## src/rtl/input_conditioner_pkg.sv

```systemverilog
// input_conditioner_pkg: board-level constants shared by the input front-end
//    N_SW, N_BTN, N_IPIN : pin group widths
//    DEBOUNCE_DEFAULT    : stable cycles before a debounced output changes (10 ms at 100 MHz)
//    CLK_FREQ_HZ         : board clock frequency
package input_conditioner_pkg;
   localparam int N_SW             = 16;
   localparam int N_BTN            = 5;
   localparam int N_IPIN           = 4;
   localparam int DEBOUNCE_DEFAULT = 1_000_000;
   localparam int CLK_FREQ_HZ      = 100_000_000;
endpackage

```

## src/rtl/input_conditioner_debounce_bit.sv

```systemverilog
// debounce_bit: synchronizer chain, stability counter and stable register for one pin
//    clk, rst_n : clock, asynchronous active-low reset
//    din        : raw asynchronous input
//    db         : debounced level
//    db_next    : level db takes on the next edge, used for same-edge pulse generation
module debounce_bit
   import input_conditioner_pkg::*;
#(
   parameter int DEBOUNCE_CYCLES = DEBOUNCE_DEFAULT,
   parameter int SYNC_STAGES     = 2
) (
   input  logic clk,
   input  logic rst_n,
   input  logic din,
   output logic db,
   output logic db_next
);
   localparam int CW = $clog2(DEBOUNCE_CYCLES);
   localparam logic [CW-1:0] CNT_MAX = CW'(DEBOUNCE_CYCLES - 1);
   logic [SYNC_STAGES-1:0] sync_q, sync_d;
   logic [CW-1:0]          cnt_q, cnt_d;
   logic                   stable_q, stable_d;
   logic                   sync;
   always_comb begin
      sync_d   = {sync_q[SYNC_STAGES-2:0], din};
      sync     = sync_q[SYNC_STAGES-1];
      stable_d = stable_q;
      cnt_d    = '0;
      // any cycle back at the stable value leaves cnt_d at 0, restarting the count
      if (sync != stable_q) begin
         if (cnt_q == CNT_MAX) stable_d = sync;
         else cnt_d = cnt_q + 1'b1;
      end
   end
   always_ff @(posedge clk or negedge rst_n) begin
      if (!rst_n) begin
         sync_q   <= '0;
         cnt_q    <= '0;
         stable_q <= 1'b0;
      end else begin
         sync_q   <= sync_d;
         cnt_q    <= cnt_d;
         stable_q <= stable_d;
      end
   end
   assign db      = stable_q;
   assign db_next = stable_d;
endmodule

```

## src/rtl/input_conditioner.sv

```systemverilog
// input_conditioner: synchronizes and debounces board pins ahead of the digital-input peripheral
//    clk, rst_n : 100 MHz clock, asynchronous active-low reset
//    sw, btn    : raw switches / buttons, debounced onto sw_db / btn_db
//    ipin       : raw external pins, synchronized only onto ipin_sync
//    btn_clr    : write-1-to-clear for btn_latch
//    btn_rise, btn_fall : one-cycle pulses on debounced button edges
//    btn_latch  : sticky press flags
module input_conditioner
   import input_conditioner_pkg::*;
#(
   parameter int DEBOUNCE_CYCLES = DEBOUNCE_DEFAULT,
   parameter int SYNC_STAGES     = 2
) (
   input  logic              clk,
   input  logic              rst_n,
   input  logic [N_SW-1:0]   sw,
   input  logic [N_BTN-1:0]  btn,
   input  logic [N_IPIN-1:0] ipin,
   input  logic [N_BTN-1:0]  btn_clr,
   output logic [N_SW-1:0]   sw_db,
   output logic [N_BTN-1:0]  btn_db,
   output logic [N_IPIN-1:0] ipin_sync,
   output logic [N_BTN-1:0]  btn_rise,
   output logic [N_BTN-1:0]  btn_fall,
   output logic [N_BTN-1:0]  btn_latch
);
   logic [N_SW-1:0]                   sw_db_next;
   logic [N_BTN-1:0]                  btn_db_next;
   logic [SYNC_STAGES-1:0][N_IPIN-1:0] ipin_q, ipin_d;
   logic [N_BTN-1:0]                  btn_rise_q, btn_rise_d;
   logic [N_BTN-1:0]                  btn_fall_q, btn_fall_d;
   logic [N_BTN-1:0]                  btn_latch_q, btn_latch_d;

   for (genvar i = 0; i < N_SW; i++) begin : g_sw
      debounce_bit #(.DEBOUNCE_CYCLES(DEBOUNCE_CYCLES), .SYNC_STAGES(SYNC_STAGES)) u_db (
         .clk(clk), .rst_n(rst_n), .din(sw[i]), .db(sw_db[i]), .db_next(sw_db_next[i])
      );
   end

   for (genvar i = 0; i < N_BTN; i++) begin : g_btn
      debounce_bit #(.DEBOUNCE_CYCLES(DEBOUNCE_CYCLES), .SYNC_STAGES(SYNC_STAGES)) u_db (
         .clk(clk), .rst_n(rst_n), .din(btn[i]), .db(btn_db[i]), .db_next(btn_db_next[i])
      );
   end

   // pulses are derived from the debouncer's next value so they register on the
   // same edge btn_db changes; set takes priority over clear in the sticky flag
   always_comb begin
      ipin_d      = {ipin_q[SYNC_STAGES-2:0], ipin};
      btn_rise_d  = btn_db_next & ~btn_db;
      btn_fall_d  = ~btn_db_next & btn_db;
      btn_latch_d = btn_rise_d | (btn_latch_q & ~btn_clr);
   end

   always_ff @(posedge clk or negedge rst_n) begin
      if (!rst_n) begin
         ipin_q      <= '0;
         btn_rise_q  <= '0;
         btn_fall_q  <= '0;
         btn_latch_q <= '0;
      end else begin
         ipin_q      <= ipin_d;
         btn_rise_q  <= btn_rise_d;
         btn_fall_q  <= btn_fall_d;
         btn_latch_q <= btn_latch_d;
      end
   end

   assign ipin_sync = ipin_q[SYNC_STAGES-1];
   assign btn_rise  = btn_rise_q;
   assign btn_fall  = btn_fall_q;
   assign btn_latch = btn_latch_q;
endmodule

```

## config.mk

```make
export PLATFORM = sky130hd
export DESIGN_NAME = input_conditioner
export DESIGN_NICKNAME = d
export VERILOG_FILES = /design/src/rtl/input_conditioner_pkg.sv /design/src/rtl/input_conditioner_debounce_bit.sv /design/src/rtl/input_conditioner.sv
export SDC_FILE = /design/constraint.sdc
export NUM_CORES = 1
export LEC_CHECK = 0
export ABC_AREA = 1
export CAP_MARGIN = 15
export CORE_ASPECT_RATIO = 2
export CORE_MARGIN = 1
export CORE_UTILIZATION = 30
export CTS_BUF_LIST = sky130_fd_sc_hd__clkbuf_4 sky130_fd_sc_hd__clkbuf_8
export DETAILED_ROUTE_END_ITERATION = 10
export PLACE_DENSITY = 0.55
export REMOVE_ABC_BUFFERS = 1
export SYNTH_ARGS = -nofsm -noshare
export SYNTH_HDL_FRONTEND = slang
export SYNTH_SLANG_ARGS = --single-unit
export TNS_END_PERCENT = 30
```

## constraint.sdc

```tcl
create_clock -name clk -period 4 [get_ports clk]
set_input_delay 0.8 -clock clk [delete_from_list [all_inputs] [get_ports clk]]
set_output_delay 0.8 -clock clk [all_outputs]
set_load 0.01 [all_outputs]
```

* Word level (Yosys, flattened, before mapping)
Cells that the tools add are included. Widths: inputs -> output; s select.
Word-level totals: bits in registers 506, input bits 32, output and inout bits 40, logic and storage cells 206
Cells by class: $add $sub $neg 21, equality and inequality tests 42, mux-type cells 52, bitwise logic cells 7, reductions and logical operators 16
Operators by type and width (count):
- $mux 20 | 42
- $add 20x1->20 const B | 21
- $eq 20x20->1 const B | 21
- $reduce_and 2->1 | 16
- $ne 1x1->1 | 21
- $and 5x5->5 | 3
- $not 5->5 | 3
- $mux 1 | 10
- $or 5x5->5 | 1

* Logic depth before layout (Yosys ltp)
depth after elaboration 5, gate-level depth with buffers 9, depth with buffers taken out 9

* Hierarchy
Synthesis repeated with hierarchy kept, for this count alone.
Second synthesis, totals: cells, all modules 3439, area, all modules 27769.1 sq um
By module, submodules not included:
- debounce_bit | times used 21, cells each 161, area each 1287.5 sq um, sequential area each 575.6 sq um
- input_conditioner | times used 1, cells each 58, area each 732.0 sq um, sequential area each 575.6 sq um

* Worst setup path after synthesis
OpenSTA, ideal clock, no wires.
path kind register -> register, start point register g_sw[11].u_db.cnt_q[0], end point register g_sw[11].u_db.cnt_q[18], setup time 120 ps, arrival 1261 ps, required time 3880 ps, setup slack 2620 ps, cell stages (with the launch flop) 9, path buffers 0, period minus slack after synthesis 1380 ps, cell sequence dfrtp_1 ha_1 nand2_1 nor2_2 nand3_2 inv_1 nand3_2 nand2_2 nor2_1
Between the ends: word-level cells in the longest chain between the ends 3, elaborated cells on any way between the ends 4, those cells by class 1 x add/sub; 1 x eq/ne; 2 x mux
Ends and longest elaborated chain:
- start: declaration | line input_conditioner_debounce_bit.sv:21 | logic [CW-1:0] cnt_q, cnt_d;
- start signal: assignment | line input_conditioner_debounce_bit.sv:42 | cnt_q <= cnt_d;
- $add 20x1->20 / $eq 20x20->1 (equally long branches) | line input_conditioner_debounce_bit.sv:32, input_conditioner_debounce_bit.sv:31
- $mux 20 (*) | line input_conditioner_debounce_bit.sv:31 | if (cnt_q == CNT_MAX) stable_d = sync;
- $mux 20 (*) | line input_conditioner_debounce_bit.sv:30 | if (sync != stable_q) begin
- via g_sw[11].u_db.cnt_d[18] | line input_conditioner_debounce_bit.sv:21
Mark *: on every way through the listed nets, which the timed path passes. The rest lies on a longest branch. A chain may end at the register's enable or synchronous reset.

* Worst setup path after layout
start point register g_sw[14].u_db.stable_q, end point output sw_db[14]
RTL lines:
- start: declaration | line input_conditioner_debounce_bit.sv:22 | logic stable_q, stable_d;
- start signal: assignment | line input_conditioner_debounce_bit.sv:43 | stable_q <= stable_d;
- end: declaration | line input_conditioner.sv:20 | output logic [N_SW-1:0] sw_db,
No word-level cell between the ends.

==> results.md <==
- The flow ran to the end, and the final reports show no timing, DRC or antenna violations.
- Once the floorplan was initialized, standard cells occupied 30.38% of the core.
- After detailed routing, the number of remaining DRC violations is 0.
- The die boundary height is 419.2 µm.
- Together, buffers and inverters on the worst path number 1.
- The fraction of the core area covered by cells at the end of the flow is 35.14%.
- In this design, the stage delay of the slowest critical-path cell is 0.56 ns.
- Counting the buffers created by CTS gives between 80 and 90.
- The count of mapped cells out of synthesis is about 3300.
- After synthesis, the share of flip-flops with an asynchronous set or reset is 100.0%.
- The initialized floorplan defines 152 standard-cell rows.
- The dominant cell by count in the synthesized netlist is sky130_fd_sc_hd__nor2_1.
- The die outline area is 88300 µm².
- The starting DRC count in detailed routing is approximately 900.
- The worst setup path category is flip-flop to primary output.
- The worst path uses 62.65% of the clock period.
- The critical path required time is 3.20 ns.
- The first-pass iteration count of the detailed router is 7.
- The detailed router placed approximately 21000 vias in this run.
- In this run the mean area of a mapped cell was 7.942 µm².
- The final number of max-transition violations is 0.
- Entering global routing, the biggest net connects 73 pins.
- Buffers inserted to repair hold after CTS numbered 1.
- After global routing the overflow that remains totals 0.
- Across the VDD grid, the largest voltage drop is approximately 0.28 mV.
- Dividing the detail-routed via count by the number of cells gives 4.509.
- The kind of cell with the highest combined delay along the critical path is buffers and inverters.
- The critical path endpoint category is a primary output.
- Sorting the synthesized cells by how often they occur yields sky130_fd_sc_hd__nor2_1, sky130_fd_sc_hd__nand2_1, sky130_fd_sc_hd__dfrtp_1, sky130_fd_sc_hd__inv_1, sky130_fd_sc_hd__nand3_1.
- The count of cell types in the netlist is 41.
- The latest clock arrival within the worst-skew pair is 0.73 ns.
- The root buffer cell chosen for the clock tree is sky130_fd_sc_hd__clkbuf_8.
- For this run, the number of Yosys warnings is 0.
- Setup total negative slack on the finished layout was measured at 0 ns.
- The number of enable flip-flop cells after synthesis is 0.
- The number of gates resized after CTS was 0.
- After clock tree synthesis, the clock-pin slew on the worst setup and hold paths is 0.07 ns.
- The global-route wire length before repair is 103.0 mm.
- The maximum clock rate is around 400 MHz.
- The count of nets after finishing is 3493.
- Yosys attributes the largest share of cell area to sky130_fd_sc_hd__dfrtp_1, sky130_fd_sc_hd__nor2_1, sky130_fd_sc_hd__nand2_1.
- The biggest area contributor in the post-synthesis netlist is sky130_fd_sc_hd__dfrtp_1.
- The number of antenna violations at the first check in global routing is 1.
- The post-detailed-routing wire length is 60.65 mm.
- For the pin with the worst max-slew slack, the measured transition is 0.7673 ns.
- The cell area that synthesis handed to floorplanning was 26110 µm².
- The via count of the first global-routing pass is 21880.
- Of the cells placed in the final design, the portion with a size suffix greater than 1 is 9.272%.
- The endpoint arrival time on the critical path is 1.71 ns.
- The total leakage power is between 10 and 15 nW.
- The count of nets left with antenna violations once routing finished came out at 0.
- The maximum fanout along the worst path is 3.
- The count of H-tree levels built during CTS is 3.
- The total of max-cap violations is 0.
- The final number of hold-violating endpoints was 0.
- The global router's overall resource usage is about 14%.
- The worst setup path is launched from a flip-flop.
- The quantity of I/O buffers inserted on ports is between 70 and 80.
- Setup repair after global routing left no endpoint under its margin.
- The completed layout was analyzed and its total power is 10.75 mW.
- The die width is 210.6 µm.
- The worst path needs 2.506 ns of the cycle, external delays included.
- For this design the ratio of total power to cell area is 356.0 nW/µm².
- Setup violations remaining at the end of the flow were counted as 0.
- The headroom to the max-slew limit is 48.67%.
- No sink is reached through more buffers than the 3 on the longest clock path.
- TritonCTS built the clock tree.
- The fraction of the yosys area taken by sequential cells is 48.49%.
- The class of the most critical hold timing path is flip-flop to flip-flop.
- The routability congestion estimate from global placement is 0.8708.
- Counting flops and latches in the post-synthesis netlist gives between 500 and 600.
- The area share of the largest cell type after synthesis is around 48%.
- The core area is ~86000 µm².
- The cell with the largest stage delay on the worst path is sky130_fd_sc_hd__clkdlybuf4s50_1.
- The post-CTS setup buffer count is 0.
- The routed wirelength normalized by instance count is 13.01 µm.
- The estimated wirelength of the detail-placed design is 44.48 mm.
- The area growth from synthesis to final layout is 15.68%.
- Clock tree synthesis found a total of 506 sinks.
- The number of non-filler instances in the completed layout is about 4700.
- The worst-case clock skew is 0.02766 ns.
- The critical path goes through clkdlybuf4s50_1.
- The flip-flop cell with the highest count after synthesis is sky130_fd_sc_hd__dfrtp_1.
- The number of ports placed on the die boundary is 72.
- The instance count after placement with tap cells included is 4511.
-- flip-flops by register name (all words and copies together) (netlist names) --
signal and cells:
g_sw.u_db.db 16, btn_rise 5, ipin_d 4, btn_fall 5, g_btn.u_db.cnt_q 100, g_btn.u_db.db 5
ipin_sync 4, g_btn.u_db.sync_q 10, g_sw.u_db.sync_q 32, btn_latch 5, g_sw.u_db.cnt_q 320
-- placed cells by master (no fill, tap or decap), types with 2 or more instances in the layout --
cell,instances
sky130_fd_sc_hd__o21bai_1,6
sky130_fd_sc_hd__nor3b_1,16
sky130_fd_sc_hd__ha_1,21
sky130_fd_sc_hd__nand3_2,29
sky130_fd_sc_hd__bufinv_16,6
sky130_fd_sc_hd__diode_2,2
sky130_fd_sc_hd__clkinvlp_4,3
sky130_fd_sc_hd__nand3b_4,2
sky130_fd_sc_hd__nor2_1,784
sky130_fd_sc_hd__dfrtp_1,506
sky130_fd_sc_hd__nand3_4,3
sky130_fd_sc_hd__nor4_1,8
sky130_fd_sc_hd__nor2_4,17
sky130_fd_sc_hd__a31oi_1,5
sky130_fd_sc_hd__o21ai_0,40
sky130_fd_sc_hd__nand3_1,323
sky130_fd_sc_hd__clkinv_2,13
sky130_fd_sc_hd__clkbuf_8,104
sky130_fd_sc_hd__o21ba_2,2
sky130_fd_sc_hd__o21ai_1,9
sky130_fd_sc_hd__xnor2_1,45
sky130_fd_sc_hd__o21a_1,2
sky130_fd_sc_hd__clkbuf_4,21
sky130_fd_sc_hd__inv_1,377
sky130_fd_sc_hd__nor3_2,8
sky130_fd_sc_hd__o22ai_1,4
sky130_fd_sc_hd__buf_12,6
sky130_fd_sc_hd__buf_4,14
sky130_fd_sc_hd__nand2_1,594
sky130_fd_sc_hd__a21oi_1,74
sky130_fd_sc_hd__clkdlybuf4s50_1,70
sky130_fd_sc_hd__nor3b_2,2
sky130_fd_sc_hd__nand4_1,63
sky130_fd_sc_hd__inv_2,14
sky130_fd_sc_hd__xor2_1,147
sky130_fd_sc_hd__nor2_2,42
sky130_fd_sc_hd__nand2_2,26
sky130_fd_sc_hd__nand3b_1,23
sky130_fd_sc_hd__xor2_2,9
sky130_fd_sc_hd__nor3_1,57
-- cell type report --
type	instances	area, µm²
fill	9100	55760
sequential	506	12660
multi-input combinational	2367	11810
clock buffer	125	1589
inverter	392	1471
tap	1155	1445
timing repair buffer	92	950.9
clock inverter	23	276.5
antenna	2	5.005
-- where the power goes --
group	internal (mW)	leakage [nW]	switching, mW
Combinational	0.124	5.05	0.260
Sequential	5.20	6.90	0.0522
Clock	2.93	0.985	2.19
-- per-stage QoR --
step                hold slack (ns)  setup slack, ns  area (µm²)
floorplan                    0.3312            2.620       25940
global placement             0.3321            2.095       28330
detailed placement           0.3347            2.072       28330
CTS                          0.3401            1.363       30200
global route                 0.3491            1.385       30200
finish                       0.3351            1.494       30210
-- per-layer routing --
metal	track usage [%]	up-vias	wire length (µm)
li1	-	10680	-
met1	13.69	9906	22150
met2	28.61	303	34270
met3	2.344	135	1858
met4	7.603	0	2361
met5	0	-	0
-- path summary, 6_finish.rpt --
kind | startpoint | endpoint | slack [ns] | depth (start not counted)
min | g_sw[8].u_db.sync_q[0] | g_sw[8].u_db.sync_q[1] | 0.34 | 0
max reg2reg | g_sw[5].u_db.cnt_q[0] | g_sw[5].u_db.cnt_q[18] | 2.29 | 6
max in group asynchronous | rst_n | g_sw[0].u_db.sync_q[1] | 2.31 | 4
min in group asynchronous | rst_n | g_btn[4].u_db.cnt_q[18] | 0.61 | 2
min reg2reg | g_sw[8].u_db.sync_q[0] | g_sw[8].u_db.sync_q[1] | 0.34 | 0
max | g_sw[14].u_db.db | sw_db[14] | 1.49 | 1
-- logic make-up (layout without fill, tap and decap cells) --
group | after synthesis | after routing | synth area share [%]
XOR/XNOR | 201 | 201 | 7.000
flip-flops | 506 | 506 | 48.49
AO/OA/AOI/OAI | 145 | 145 | 2.990
adder cells (fa/ha/maj) | 21 | 21 | 1.006
buffers and inverters | 415 | 632 | 6.296
other | 0 | 2 | 0
AND/OR/NAND/NOR | 2000 | 2000 | 34.22
Power figures use the tool's default switching activity.
